==> src/rtl/tv_sequencer.sv <==
// ============================================================================
// Module      : tv_sequencer
// Description : Clocked test-vector sequencer that drives a combinational DUT
//               from a loadable vector memory and counts output mismatches.
//               Optional macro TV_STOP_ON_FAIL_EN ends a run at the first fail.
// Revision    : 1.0 - initial release
// ============================================================================
`default_nettype none

module tv_sequencer #(
    parameter int N_IN   = 3,
    parameter int N_OUT  = 1,
    parameter int DEPTH  = 8,
    parameter int SETTLE = 1,
    parameter int CNT_W  = 8
) (
    input  logic                       clk,
    input  logic                       reset,
    input  logic                       tv_we,
    input  logic [$clog2(DEPTH)-1:0]   tv_addr,
    input  logic [N_IN+N_OUT-1:0]      tv_wdata,
    input  logic [$clog2(DEPTH):0]     num_vec,
    input  logic                       start,
    input  logic [N_OUT-1:0]           dut_out,
    output logic [N_IN-1:0]            dut_in,
    output logic                       busy,
    output logic                       done,
    output logic                       mismatch,
    output logic [CNT_W-1:0]           err_count,
    output logic [$clog2(DEPTH)-1:0]   fail_idx
);

    localparam int c_AW = $clog2(DEPTH);
    localparam int c_VW = N_IN + N_OUT;
    localparam int c_WW = (SETTLE > 1) ? $clog2(SETTLE) : 1;

    typedef enum logic [1:0] {
        S_IDLE   = 2'd0,
        S_SETTLE = 2'd1,
        S_CHECK  = 2'd2,
        S_DONE   = 2'd3
    } state_t;

    state_t             r_state;
    logic [c_VW-1:0]    r_mem [DEPTH];
    logic [c_AW-1:0]    r_idx;
    logic [c_AW:0]      r_num_vec;
    logic [c_WW-1:0]    r_wait_cnt;
    logic [N_IN-1:0]    r_dut_in;
    logic               r_busy;
    logic               r_done;
    logic               r_mismatch;
    logic [CNT_W-1:0]   r_err_count;
    logic [c_AW-1:0]    r_fail_idx;

    logic               w_idle;
    logic [c_AW:0]      w_num_clamped;
    logic [c_VW-1:0]    w_cur;
    logic [c_AW-1:0]    w_next_idx;
    logic [c_VW-1:0]    w_next;
    logic               w_fail;
    logic               w_last;

    assign w_idle        = (r_state == S_IDLE) || (r_state == S_DONE);
    assign w_num_clamped = (num_vec > (c_AW+1)'(DEPTH)) ? (c_AW+1)'(DEPTH) : num_vec;
    assign w_cur         = r_mem[r_idx];
    // Wraps only when idx is the final entry, where w_last ends the run first.
    assign w_next_idx    = r_idx + c_AW'(1);
    assign w_next        = r_mem[w_next_idx];
    assign w_fail        = (dut_out != w_cur[N_OUT-1:0]);
    assign w_last        = ({1'b0, r_idx} == (r_num_vec - (c_AW+1)'(1)));

    // Vector memory is not reset so contents survive a reset.
    always_ff @(posedge clk) begin
        if (tv_we && w_idle) begin
            r_mem[tv_addr] <= tv_wdata;
        end
    end

    always_ff @(posedge clk) begin
        if (reset) begin
            r_state     <= S_IDLE;
            r_idx       <= '0;
            r_num_vec   <= '0;
            r_wait_cnt  <= '0;
            r_dut_in    <= '0;
            r_busy      <= 1'b0;
            r_done      <= 1'b0;
            r_mismatch  <= 1'b0;
            r_err_count <= '0;
            r_fail_idx  <= '0;
        end else begin
            r_mismatch <= 1'b0;
            case (r_state)
                S_IDLE, S_DONE: begin
                    if (start) begin
                        r_err_count <= '0;
                        r_fail_idx  <= '0;
                        r_num_vec   <= w_num_clamped;
                        if (w_num_clamped == '0) begin
                            r_state <= S_DONE;
                            r_done  <= 1'b1;
                        end else begin
                            r_idx      <= '0;
                            r_dut_in   <= r_mem[0][c_VW-1:N_OUT];
                            r_wait_cnt <= '0;
                            r_state    <= S_SETTLE;
                            r_busy     <= 1'b1;
                            r_done     <= 1'b0;
                        end
                    end
                end
                S_SETTLE: begin
                    r_wait_cnt <= r_wait_cnt + c_WW'(1);
                    if (r_wait_cnt == c_WW'(SETTLE - 1)) begin
                        r_state <= S_CHECK;
                    end
                end
                S_CHECK: begin
                    if (w_fail) begin
                        r_mismatch <= 1'b1;
                        r_fail_idx <= r_idx;
                        if (~&r_err_count) begin
                            r_err_count <= r_err_count + CNT_W'(1);
                        end
                    end
`ifdef TV_STOP_ON_FAIL_EN
                    if (w_last || w_fail) begin
`else
                    if (w_last) begin
`endif
                        r_state <= S_DONE;
                        r_busy  <= 1'b0;
                        r_done  <= 1'b1;
                    end else begin
                        r_idx      <= w_next_idx;
                        r_dut_in   <= w_next[c_VW-1:N_OUT];
                        r_wait_cnt <= '0;
                        r_state    <= S_SETTLE;
                    end
                end
                default: r_state <= S_IDLE;
            endcase
        end
    end

    assign dut_in    = r_dut_in;
    assign busy      = r_busy;
    assign done      = r_done;
    assign mismatch  = r_mismatch;
    assign err_count = r_err_count;
    assign fail_idx  = r_fail_idx;

endmodule

`default_nettype wire

==> config.mk <==
export PLATFORM = sky130hd
export DESIGN_NAME = tv_sequencer
export DESIGN_NICKNAME = d
export VERILOG_FILES = /design/src/rtl/tv_sequencer.sv
export SDC_FILE = /design/constraint.sdc
export NUM_CORES = 1
export LEC_CHECK = 0
export CAP_MARGIN = 10
export CELL_PAD_IN_SITES_DETAIL_PLACEMENT = 0
export CELL_PAD_IN_SITES_GLOBAL_PLACEMENT = 1
export CORE_MARGIN = 4
export CORE_UTILIZATION = 35
export CTS_BUF_LIST = sky130_fd_sc_hd__clkbuf_4 sky130_fd_sc_hd__clkbuf_8
export DETAILED_ROUTE_END_ITERATION = 6
export DONT_BUFFER_PORTS = 1
export GPL_TIMING_DRIVEN = 1
export PLACE_DENSITY_LB_ADDON = 0.3
export SETUP_SLACK_MARGIN = 0.2
export SLEW_MARGIN = 40
export SYNTH_ARGS = -nofsm -noshare
export SYNTH_HDL_FRONTEND = slang
export SYNTH_SLANG_ARGS = --single-unit
==> constraint.sdc <==
create_clock -name clk -period 1.8 [get_ports clk]
set_input_delay 0.36 -clock clk [delete_from_list [all_inputs] [get_ports clk]]
set_output_delay 0.36 -clock clk [all_outputs]
set_load 0.02 [all_outputs]
==> qor_table.md, run 1 <==
| Quantity | Reported |
| --- | --- |
| Die Footprint | 9790 µm² |
| Worst setup timing slack at the placement stage | -0.145 ns |
| Period utilization | 1.07 |
| Clock input transition at the sequential cells of the worst setup and hold paths | 0.08 ns |
| I/O pins | 33 |
| Worst max-slew margin expressed relative to the limit | 0.637 |
| Switching power summed over all nets | 1.69 mW |
| Violation count after the first detailed-route iteration | 82 |
| Primary flip-flop cell chosen by synthesis mapping | sky130_fd_sc_hd__edfxtp_1 |
| Layout cell share with drive strength beyond 1 | 0.411 |
| Leakage power summed over all cells | 1.41 nW |
| MaxCap Viol Count | 0 |
| Cell Count, Final, Fillers Out | 418 |
| Relative area change from synthesis to final layout | 34.0% |
| CTS Sinks | 62 |
| Setup repair after global routing missed its margin | true |
| Buffer type at the clock tree root | sky130_fd_sc_hd__clkbuf_8 |
| Run status | finished, violations left |
| Flop and latch count out of synthesis | 62 |
| Clock tree from TritonCTS | done |
| Global-route usage over all layers | 0.145 |
| Count of yosys warnings during synthesis | 0 |
| Failing checks | setup timing |
| Routed length per placed instance | 16.4 µm |
| Synthesized area per cell | 11.1 µm² |
| Post-synth net total | 282 |
| Setup violation total in the final timing report | 10 |
| Overflow after GRT | 0 |
| Path category of the worst min-delay check | input port to flop |
| Weighted congestion reported at the end of routability-driven placement | 0.743 |
| Final number of hold-violating endpoints | 0 |
| Core Area | 7890 µm² |
| Max Clock Skew | 0.00932 ns |
| Detailed placer's ending HPWL | 4830 µm |
| Required time of the worst setup path | 2.07 ns |
| Slew Limit Fails | 0 |
| # DRC | 0 |
| Seq/Total Area, Yosys | 0.540 |
| Clk network pwr share | 0.254 |
| Cell internal pwr | 3.24 mW |
| Post-layout net count | 333 |
| Net switching share of the total power | 0.343 |
| Rows | 32 |
| Diode count | 0 |
| Length of the first detailed-routing pass in iterations | 4 |
| Fraction of power consumed by combinational cells | 0.389 |
| Hold bufs inserted after CTS | 0 |
| Maximum clock frequency | 520 MHz |
| Power Dens Cells | 1270 nW/µm² |
| Vias | 2,209 |
| H-tree depth | 3 |
| Critical path launch point type | flop |
| Horiz. Die Dim | 98.9 µm |
| Leading cell type in the layout, fill and taps excluded | sky130_fd_sc_hd__buf_4 |
| Clk_lat worst skew | 0.34 ns |
| Number of port buffers | 0 |
| Global-route wire length before repair | 11,200 µm |
| Chip Height | 98.9 µm |
| Critical path peak fanout | 5 |
| Initial core utilization | 0.367 |
| Final critical-path required period | 1.92 ns |
| FFs w/ async S/R, synth | 0 |
| Sequential share of power | 0.357 |
| Routed Antenna Nets | 0 |
| Worst Hold Margin | 0.0797 ns |
| Max rail drop VDD | 0.825 mV |
| Critical path class | flop to flop |
| Worst-margin pin slew | 0.537 ns |
| Vias in the first global route | 2,260 |
| Number of antenna violations at the first check in global routing | 0 |
| Final routed wirelength across all metal layers | 6850 µm |
| Inserted Clock Buffers | 9 |
| Count of unique library cells instantiated by Yosys | 45 |
| Final std cell area, no fill | 3880 µm² |
| Number of enable-type register cells in the synthesized netlist | 32 |
| Synthesized netlist cell count | 260 |
| Bufs on Longest Clock Path | 2 |
| Setup ws final | -0.122 ns |
| Placed Instances | 398 |
| Per-cell via count in the routed design | 5.28 |
| Cell area after synthesis | 2890 µm² |
| Critical path data arrival time | 2.19 ns |
| Placed instance area | 3400 µm² |
| Pin count of the biggest net entering global routing | 30 |
| Crit. End Element | flop |
| Commonest cells after routing, fill and taps aside | sky130_fd_sc_hd__buf_4 (40), sky130_fd_sc_hd__edfxtp_1 (32), sky130_fd_sc_hd__dfxtp_1 (24) |
[synthesized netlist by cell type, drive strengths merged, types with 3 or more instances]
library cell  count  share of area
nand4             5          0.011
nand2b            5          0.011
mux4              8          0.062
o21ai             5         0.0086
nor2             24          0.031
edfxtp           32           0.33
nand2            24          0.031
o41ai             3         0.0091
a21oi            19          0.033
nor3              6          0.010
inv               9          0.012
and3              4         0.0086
a21o              4          0.010
nor3b             4          0.010
buf               5         0.0078
dfxtp            30           0.21
or3b              3         0.0091
xor2              5          0.018
nand3            10          0.017
mux2i             4          0.018
a31oi             3         0.0065
a211o             3         0.0091
ha                6          0.026
clkbuf            6         0.0078
nor4              6          0.013
a221oi            3         0.0091
[power groups by stage]
stage | registers, mW | logic (mW) | clock network [mW]
after floorplan | 1.77 | 0.950 | 0
after global placement | 1.78 | 1.57 | 0
after detailed placement | 1.78 | 1.58 | 0
after CTS | 1.76 | 1.76 | 1.27
after global routing | 1.78 | 2.09 | 1.35
final | 1.76 | 1.92 | 1.25
[per-layer routing]
metal,vias up,track usage,wire length (µm)
li1,1079,-,-
met4,0,0.0504,82
met1,1073,0.189,3170
met5,-,0,0
met3,10,0.0517,412
met2,47,0.224,3180
[logic make-up after synthesis]
logic type | Yosys count | synth area share
XOR/XNOR | 7 | 0.0285
buffers and inverters | 20 | 0.0272
multiplexers | 13 | 0.0843
flip-flops | 62 | 0.540
adder cells (fa/ha/maj) | 6 | 0.0259
AND/OR/NAND/NOR | 97 | 0.166
AO/OA/AOI/OAI | 55 | 0.128
[worst max-delay path, cell delays in order (launching register included)]
cell and delay (ns):
sky130_fd_sc_hd__dfxtp_2 0.35, sky130_fd_sc_hd__mux4_2 0.52, sky130_fd_sc_hd__mux2i_4 0.18, sky130_fd_sc_hd__buf_12 0.14, sky130_fd_sc_hd__xor2_4 0.09, sky130_fd_sc_hd__or4_1 0.40, sky130_fd_sc_hd__a31oi_1 0.17
[worst paths after layout]
check             cells past startpoint         start      endpoint  slack [ns]
setup / recovery                      6          flop  err_count[3]       -0.12
hold / removal                        1         reset   fail_idx[1]        0.08
setup reg to reg                      6          flop  err_count[3]       -0.12
hold reg to reg                       2  r_num_vec[3]  r_num_vec[3]        0.47
[registers in the layout, summed over array words and instances, names as in the netlist, named ones only]
| name | cells |
|---|---|
| busy | 1 |
| done | 1 |
| dut_in | 3 |
| err_count | 8 |
| fail_idx | 3 |
| mismatch | 1 |
| r_idx | 3 |
| r_mem | 32 |
| r_num_vec | 4 |
| r_state | 2 |
| r_wait_cnt | 1 |
[repair_timing]
item | 4_1_cts | 5_1_grt
gates resized for setup | 26 | 25
setup buffers | 2 | 2
setup endpoints to repair | 56 | 44
pin swaps | 18 | 17
[layout make-up]
cell class	instances	area, µm²
Inverter	9	33.8
Timing Repair Buffer	51	450
Sequential cell	62	1570
Tap cell	102	128
Clock inverter	6	70.1
Fill cell	725	4010
Multi-Input combinational cell	178	1500
Clock buffer	10	131
[per-stage QoR]
step / total power, mW / setup TNS (ns) / utilization
2_1_floorplan: 2.72 / -0.144 / -
3_3_place_gp: 3.35 / -0.830 / 0.431
3_5_place_dp: 3.36 / -0.814 / 0.431
4_1_cts: 4.78 / -0.808 / 0.472
5_1_grt: 5.22 / -1.54 / 0.492
6_report: 4.92 / -0.597 / 0.492
Note: power is estimated with default switching activity, not from simulation.
==> inputs of run 2 (changes only) <==
--- a/config.mk
+++ b/config.mk
@@ -16,7 +16,8 @@
 export GPL_TIMING_DRIVEN = 1
 export PLACE_DENSITY_LB_ADDON = 0.3
 export SETUP_SLACK_MARGIN = 0.2
-export SLEW_MARGIN = 40
+export SLEW_MARGIN = 20
 export SYNTH_ARGS = -nofsm -noshare
 export SYNTH_HDL_FRONTEND = slang
 export SYNTH_SLANG_ARGS = --single-unit
+export TNS_END_PERCENT = 20
==> qor_table.md, run 2 (synthesized netlist as in run 1, its figures left out) <==
| Quantity | Reported | Delta |
| --- | --- | --- |
| Metal-1 WL | 3100 µm | -2.1% |
| Worst Hold Margin | 0.0752 ns | -0.00453 ns |
| Inserted Clock Buffers | 9 | unchanged |
| Setup ws final | -0.138 ns | -0.0157 ns |
| Die Footprint | 9790 µm² | unchanged |
| Worst max-slew margin expressed relative to the limit | 0.679 | +0.0413 |
| Amount of wire on met2 after detailed routing | 3180 µm | about the same |
| MaxCap Viol Count | 0 | unchanged |
| Bufs on Longest Clock Path | 2 | unchanged |
| Highest metal layer with signal wires | met4 |  |
| Power Dens Cells | 1260 nW/µm² | -0.96% |
| Slew Limit Fails | 0 | unchanged |
| Pin count of the biggest net entering global routing | 30 | unchanged |
| Core Area | 7890 µm² | unchanged |
| Total Negative Setup Slacks | -0.896 ns | -0.299 ns |
| Max Clock Skew | 0.00939 ns | +0.0000722 ns |
| Run status | finished, violations left |  |
| Critical path peak fanout | 5 | unchanged |
| Cell internal pwr | 3.08 mW | -4.9% |
| Worst-margin pin slew | 0.480 ns | -0.0566 ns |
| Path category of the worst min-delay check | input port to flop |  |
| CTS Sinks | 62 | unchanged |
| Critical path class | flop to flop |  |
| Fillers | 729 | +0.55% |
| Leakage power summed over all cells | 1.34 nW | -4.7% |
| Overflow after GRT | 0 | unchanged |
| Weighted congestion reported at the end of routability-driven placement | 0.764 | +2.9% |
| Horiz. Die Dim | 98.9 µm | unchanged |
| Violation count after the first detailed-route iteration | 72 | -12% |
| Routed Antenna Nets | 0 | unchanged |
| Commonest cells after routing, fill and taps aside | sky130_fd_sc_hd__buf_4 (42), sky130_fd_sc_hd__edfxtp_1 (32), sky130_fd_sc_hd__dfxtp_1 (24) |  |
| Vias | 2,208 | -0.045% |
| Maximum clock frequency | 516 MHz | -0.81% |
| Number of flip-flops in the largest register | 32 | unchanged |
| Length of the first detailed-routing pass in iterations | 4 | unchanged |
| Final critical-path required period | 1.94 ns | +0.0157 ns |
| Detailed placer's ending HPWL | 4700 µm | -2.8% |
| Chip Height | 98.9 µm | unchanged |
| Global-route usage over all layers | 0.143 | -0.00204 |
| Net switching share of the total power | 0.339 | -0.00358 |
| Leading cell type in the layout, fill and taps excluded | sky130_fd_sc_hd__buf_4 |  |
| Critical path launch point type | flop |  |
| Initial core utilization | 0.367 | unchanged |
| Routed length per placed instance | 16.4 µm | -0.14% |
| Fraction of power consumed by combinational cells | 0.354 | -0.035 |
| Final number of hold-violating endpoints | 0 | unchanged |
| Rows | 32 | unchanged |
| Setup repair after global routing missed its margin | true |  |
| Number of antenna violations at the first check in global routing | 0 | unchanged |
| Critical path data arrival time | 2.21 ns | +0.02 ns |
| Buffer type at the clock tree root | sky130_fd_sc_hd__clkbuf_8 |  |
| Final routed wirelength across all metal layers | 6740 µm | -1.6% |
| Relative area change from synthesis to final layout | 28.0% |  |
| Max rail drop VDD | 0.474 mV | -43% |
| Setup violation total in the final timing report | 11 | +1 |
| Required time of the worst setup path | 2.08 ns | about the same |
| Global-route wire length before repair | 11,000 µm | -2.6% |
| Origin of the worst min-delay path | reset |  |
| Post-layout net count | 327 | -1.8% |
| I/O pins | 33 | unchanged |
| # DRC | 0 | unchanged |
| Vias in the first global route | 2,181 | -3.5% |
| Layout cell share with drive strength beyond 1 | 0.348 | -0.0630 |
| DR WL met3 | 363 µm | -12% |
| Per-cell via count in the routed design | 5.36 | +1.4% |
| Register name with the most flops | r_mem |  |
| Placed Instances | 393 | -1.3% |
| Clock tree from TritonCTS | done |  |
| Total Power Consumption | 4.66 mW | -5.4% |
| Crit. End Element | flop |  |
| Switching power summed over all nets | 1.58 mW | -6.4% |
| Number of port buffers | 0 | unchanged |
| Sequential share of power | 0.377 | +0.020 |
| Cell Count, Final, Fillers Out | 412 | -1.4% |
| Diode count | 0 | unchanged |
| Clock input transition at the sequential cells of the worst setup and hold paths | 0.07 ns | about the same |
| Failing checks | setup timing |  |
| H-tree depth | 3 | unchanged |
| Hold bufs inserted after CTS | 0 | unchanged |
| Clk network pwr share | 0.269 | +0.015 |
| Period utilization | 1.08 | +0.00872 |
| Clk_lat worst skew | 0.35 ns | about the same |
==> run 2: per-stage QoR <==
stage                     setup WS (ns)  instance area [µm²]  utilization
after detailed placement         -0.140                 3350        0.424
after global routing             -0.245                 3700        0.470
after floorplan                 -0.0720                 2930            -
after global placement           -0.129                 3350        0.424
final                            -0.138                 3700        0.470
after CTS                        -0.149                 3680        0.467
==> run 2: worst max-delay path, cell delays in order, from the launching register on <==
cell and delay (ns):
sky130_fd_sc_hd__dfxtp_2 0.36, sky130_fd_sc_hd__mux4_2 0.53, sky130_fd_sc_hd__mux2i_4 0.21, sky130_fd_sc_hd__xor2_2 0.13, sky130_fd_sc_hd__or4_1 0.48, sky130_fd_sc_hd__a31oi_1 0.16
==> run 2: final timing paths <==
kind / to / slack [ns] / depth (start not counted)
max reg2reg: err_count[3] / -0.14 / 5
min reg2reg: r_num_vec[3] / 0.49 / 2
min: flop / 0.08 / 1
max: err_count[3] / -0.14 / 5
==> run 2: timing repair <==
item	CTS	global route
gates resized for setup	27	4
setup buffers	3	0
pin swaps	17	8
setup endpoints to repair	56	47
==> run 2: per-layer routing <==
| layer | up-vias | GRT usage |
|---|---|---|
| met2 | 45 | 0.224 |
| li1 | 1073 | - |
| met1 | 1082 | 0.182 |
| met3 | 8 | 0.0460 |
| met4 | 0 | 0.0620 |
| met5 | - | 0 |
==> run 2: layout make-up <==
type / count / area, µm² / area share
multi-input combinational: 178 / 1400 / 0.377
inverter: 9 / 33.8 / 0.00912
timing repair buffer: 45 / 375 / 0.101
clock inverter: 6 / 71.3 / 0.0193
clock buffer: 10 / 131 / 0.0355
sequential: 62 / 1570 / 0.424
tap: 102 / 128 / 0.0344
==> run 2: power groups by stage <==
stage | registers (mW) | logic [mW] | clock network, mW
finish | 1.76 | 1.65 | 1.25
global route | 1.77 | 1.82 | 1.34
CTS | 1.76 | 1.64 | 1.29
detailed placement | 1.78 | 1.42 | 0
global placement | 1.78 | 1.41 | 0
floorplan | 1.76 | 0.918 | 0
==> inputs of run 3 (changes only) <==
--- a/config.mk
+++ b/config.mk
@@ -14,7 +14,7 @@
 export DETAILED_ROUTE_END_ITERATION = 6
 export DONT_BUFFER_PORTS = 1
 export GPL_TIMING_DRIVEN = 1
-export PLACE_DENSITY_LB_ADDON = 0.3
+export PLACE_DENSITY_LB_ADDON = 0.1
 export SETUP_SLACK_MARGIN = 0.2
 export SLEW_MARGIN = 20
 export SYNTH_ARGS = -nofsm -noshare
==> constraint.sdc (replaced) <==
create_clock -name clk -period 1.88 [get_ports clk]
set_input_delay 0.376 -clock clk [delete_from_list [all_inputs] [get_ports clk]]
set_output_delay 0.376 -clock clk [all_outputs]
set_load 0.02 [all_outputs]
==> qor_table.md, run 3 (synthesized netlist as in run 1, its figures left out) <==
| Quantity | Reported | Delta |
| --- | --- | --- |
| Run status | finished, violations left |  |
| Failing checks | setup timing |  |
| Total Power Consumption | 4.48 mW | -3.9% |
| Number of antenna violations at the first check in global routing | 0 | unchanged |
| Sequential share of power | 0.377 | about the same |
| Final routed wirelength across all metal layers | 7040 µm | +4.5% |
| Violation count after the first detailed-route iteration | 64 | -11% |
| Setup violation total in the final timing report | 11 | unchanged |
| Number of flip-flops in the largest register | 32 | unchanged |
| Metal-1 WL | 3090 µm | -0.42% |
| Chip Height | 98.9 µm | unchanged |
| Core Area | 7890 µm² | unchanged |
| Placed Instances | 393 | unchanged |
| H-tree depth | 3 | unchanged |
| Amount of wire on met2 after detailed routing | 3530 µm | +11% |
| Highest metal layer with signal wires | met4 |  |
| Number of port buffers | 0 | unchanged |
| # DRC | 0 | unchanged |
| Worst max-slew margin expressed relative to the limit | 0.701 | +0.0224 |
| Pin count of the biggest net entering global routing | 25 | -17% |
| Register name with the most flops | r_mem |  |
| Routed Antenna Nets | 0 | unchanged |
| Leakage power summed over all cells | 1.37 nW | +1.8% |
| Global-route wire length before repair | 11,000 µm | +0.44% |
| Global-route usage over all layers | 0.147 | +0.00331 |
| Vias in the first global route | 2,123 | -2.7% |
| Max rail drop VDD | 0.555 mV | +17% |
| CTS Sinks | 62 | unchanged |
| I/O pins | 33 | unchanged |
| Final number of hold-violating endpoints | 0 | unchanged |
| Cell Count, Final, Fillers Out | 414 | +0.49% |
| Hold bufs inserted after CTS | 0 | unchanged |
| Detailed placer's ending HPWL | 4870 µm | +3.6% |
| Overflow after GRT | 0 | unchanged |
| Power Dens Cells | 1180 nW/µm² | -5.9% |
| Inserted Clock Buffers | 9 | unchanged |
| Origin of the worst min-delay path | reset |  |
| Period utilization | 1.07 | -0.0114 |
| Crit. End Element | flop |  |
| Layout cell share with drive strength beyond 1 | 0.369 | +0.0202 |
| Final critical-path required period | 2.00 ns | +0.0647 ns |
| Critical path launch point type | flop |  |
| Vias | 2,143 | -2.9% |
| Diode count | 0 | unchanged |
| Final design utilization | 0.480 | +0.00983 |
| Post-layout net count | 329 | +0.61% |
| Bufs on Longest Clock Path | 2 | unchanged |
| Die Footprint | 9790 µm² | unchanged |
| Fraction of power consumed by combinational cells | 0.360 | +0.006 |
| Relative area change from synthesis to final layout | 30.7% |  |
| Initial core utilization | 0.367 | unchanged |
| Buffer type at the clock tree root | sky130_fd_sc_hd__clkbuf_8 |  |
| Clock input transition at the sequential cells of the worst setup and hold paths | 0.07 ns | about the same |
| Length of the first detailed-routing pass in iterations | 4 | unchanged |
| Switching power summed over all nets | 1.48 mW | -6.2% |
| Critical path class | flop to flop |  |
| Net switching share of the total power | 0.331 | -0.00827 |
| Leading cell type in the layout, fill and taps excluded | sky130_fd_sc_hd__buf_4 |  |
| Clk network pwr share | 0.263 | -0.006 |
| Weighted congestion reported at the end of routability-driven placement | 0.741 | -3.0% |
| Clk_lat worst skew | 0.34 ns | about the same |
| Commonest cells after routing, fill and taps aside | sky130_fd_sc_hd__buf_4 (36), sky130_fd_sc_hd__edfxtp_1 (32), sky130_fd_sc_hd__dfxtp_1 (24) |  |
| Rows | 32 | unchanged |
| Cell internal pwr | 3.00 mW | -2.7% |
| Critical path data arrival time | 2.23 ns | +0.02 ns |
| Setup repair after global routing missed its margin | true |  |
| Worst setup timing slack at the placement stage | -0.149 ns | -0.00911 ns |
| Max Clock Skew | 0.00864 ns | -0.000752 ns |
| MaxCap Viol Count | 0 | unchanged |
| DR WL met3 | 356 µm | -1.9% |
| Path category of the worst min-delay check | input port to flop |  |
| Worst-margin pin slew | 0.443 ns | -0.0378 ns |
| Maximum clock frequency | 499 MHz | -3.2% |
| Clock tree from TritonCTS | done |  |
| Per-cell via count in the routed design | 5.18 | -3.4% |
| Critical path peak fanout | 6 | +1 |
| Routed length per placed instance | 17.0 µm | +4.0% |
| Required time of the worst setup path | 2.11 ns | +0.03 ns |
| Setup ws final | -0.122 ns | +0.0153 ns |
| Slew Limit Fails | 0 | unchanged |
| Horiz. Die Dim | 98.9 µm | unchanged |
## run 3: cell types whose count changed in the layout (fill, tap and decap cells not counted), moves of 2 or more
cell	previous run	this run
sky130_fd_sc_hd__clkinv_2	0	2
sky130_fd_sc_hd__clkinv_4	2	0
sky130_fd_sc_hd__buf_4	42	36
sky130_fd_sc_hd__buf_6	0	9
sky130_fd_sc_hd__buf_12	3	0
## run 3: timing repair
item / in CTS / in global routing
endpoints found under the hold margin: 0 / 0
cloned: 0 / 1
setup endpoints to repair: 24 / 40
pin swaps: 14 / 29
resized for setup: 27 / 23
buffers inserted: 3 / 1
## run 3: final timing paths
check | to | slack, ns | cells past startpoint
min reg2reg | r_num_vec[3] | 0.47 | 2
min | flop | 0.10 | 1
max reg2reg | err_count[0] | -0.12 | 6
max | err_count[0] | -0.12 | 6
## run 3: power by group through the flow
stage	Combinational [mW]	Sequential, mW	Clock [mW]
after detailed placement	1.38	1.71	0
final	1.61	1.69	1.18
after global routing	1.76	1.71	1.29
after CTS	1.49	1.68	1.22
after floorplan	0.877	1.69	0
after global placement	1.38	1.71	0
## run 3: worst max-delay path: stages, from the launching register on
cell and delay (ns):
sky130_fd_sc_hd__dfxtp_4 0.36, sky130_fd_sc_hd__mux4_2 0.52, sky130_fd_sc_hd__mux2i_4 0.28, sky130_fd_sc_hd__xor2_4 0.26
sky130_fd_sc_hd__nor4_1 0.08, sky130_fd_sc_hd__buf_4 0.15, sky130_fd_sc_hd__mux2_2 0.25
## run 3: layout make-up
class | count | area (µm²)
fillers | 738 | 4110
repair buffers | 47 | 412
inverters | 9 | 33.8
flip-flops and latches | 62 | 1570
clock buffers | 12 | 153
multi-input cells | 178 | 1440
clock inverters | 4 | 47.5
well taps | 102 | 128
## run 3: routing by layer
metal  GRT usage  up-vias
li1            -     1076
met1       0.172     1025
met2       0.241       35
met3      0.0630        7
met4      0.0494        0
met5           0        -
## run 3: per-stage QoR
step / hold WS [ns] / TNS, ns / instance area (µm²)
3_5_place_dp: 0.453 / -0.576 / 3320
4_1_cts: 0.0769 / -0.492 / 3640
3_3_place_gp: 0.447 / -0.268 / 3320
2_1_floorplan: 0.448 / 0 / 2930
6_report: 0.100 / -0.811 / 3780
5_1_grt: 0.0652 / -1.88 / 3780
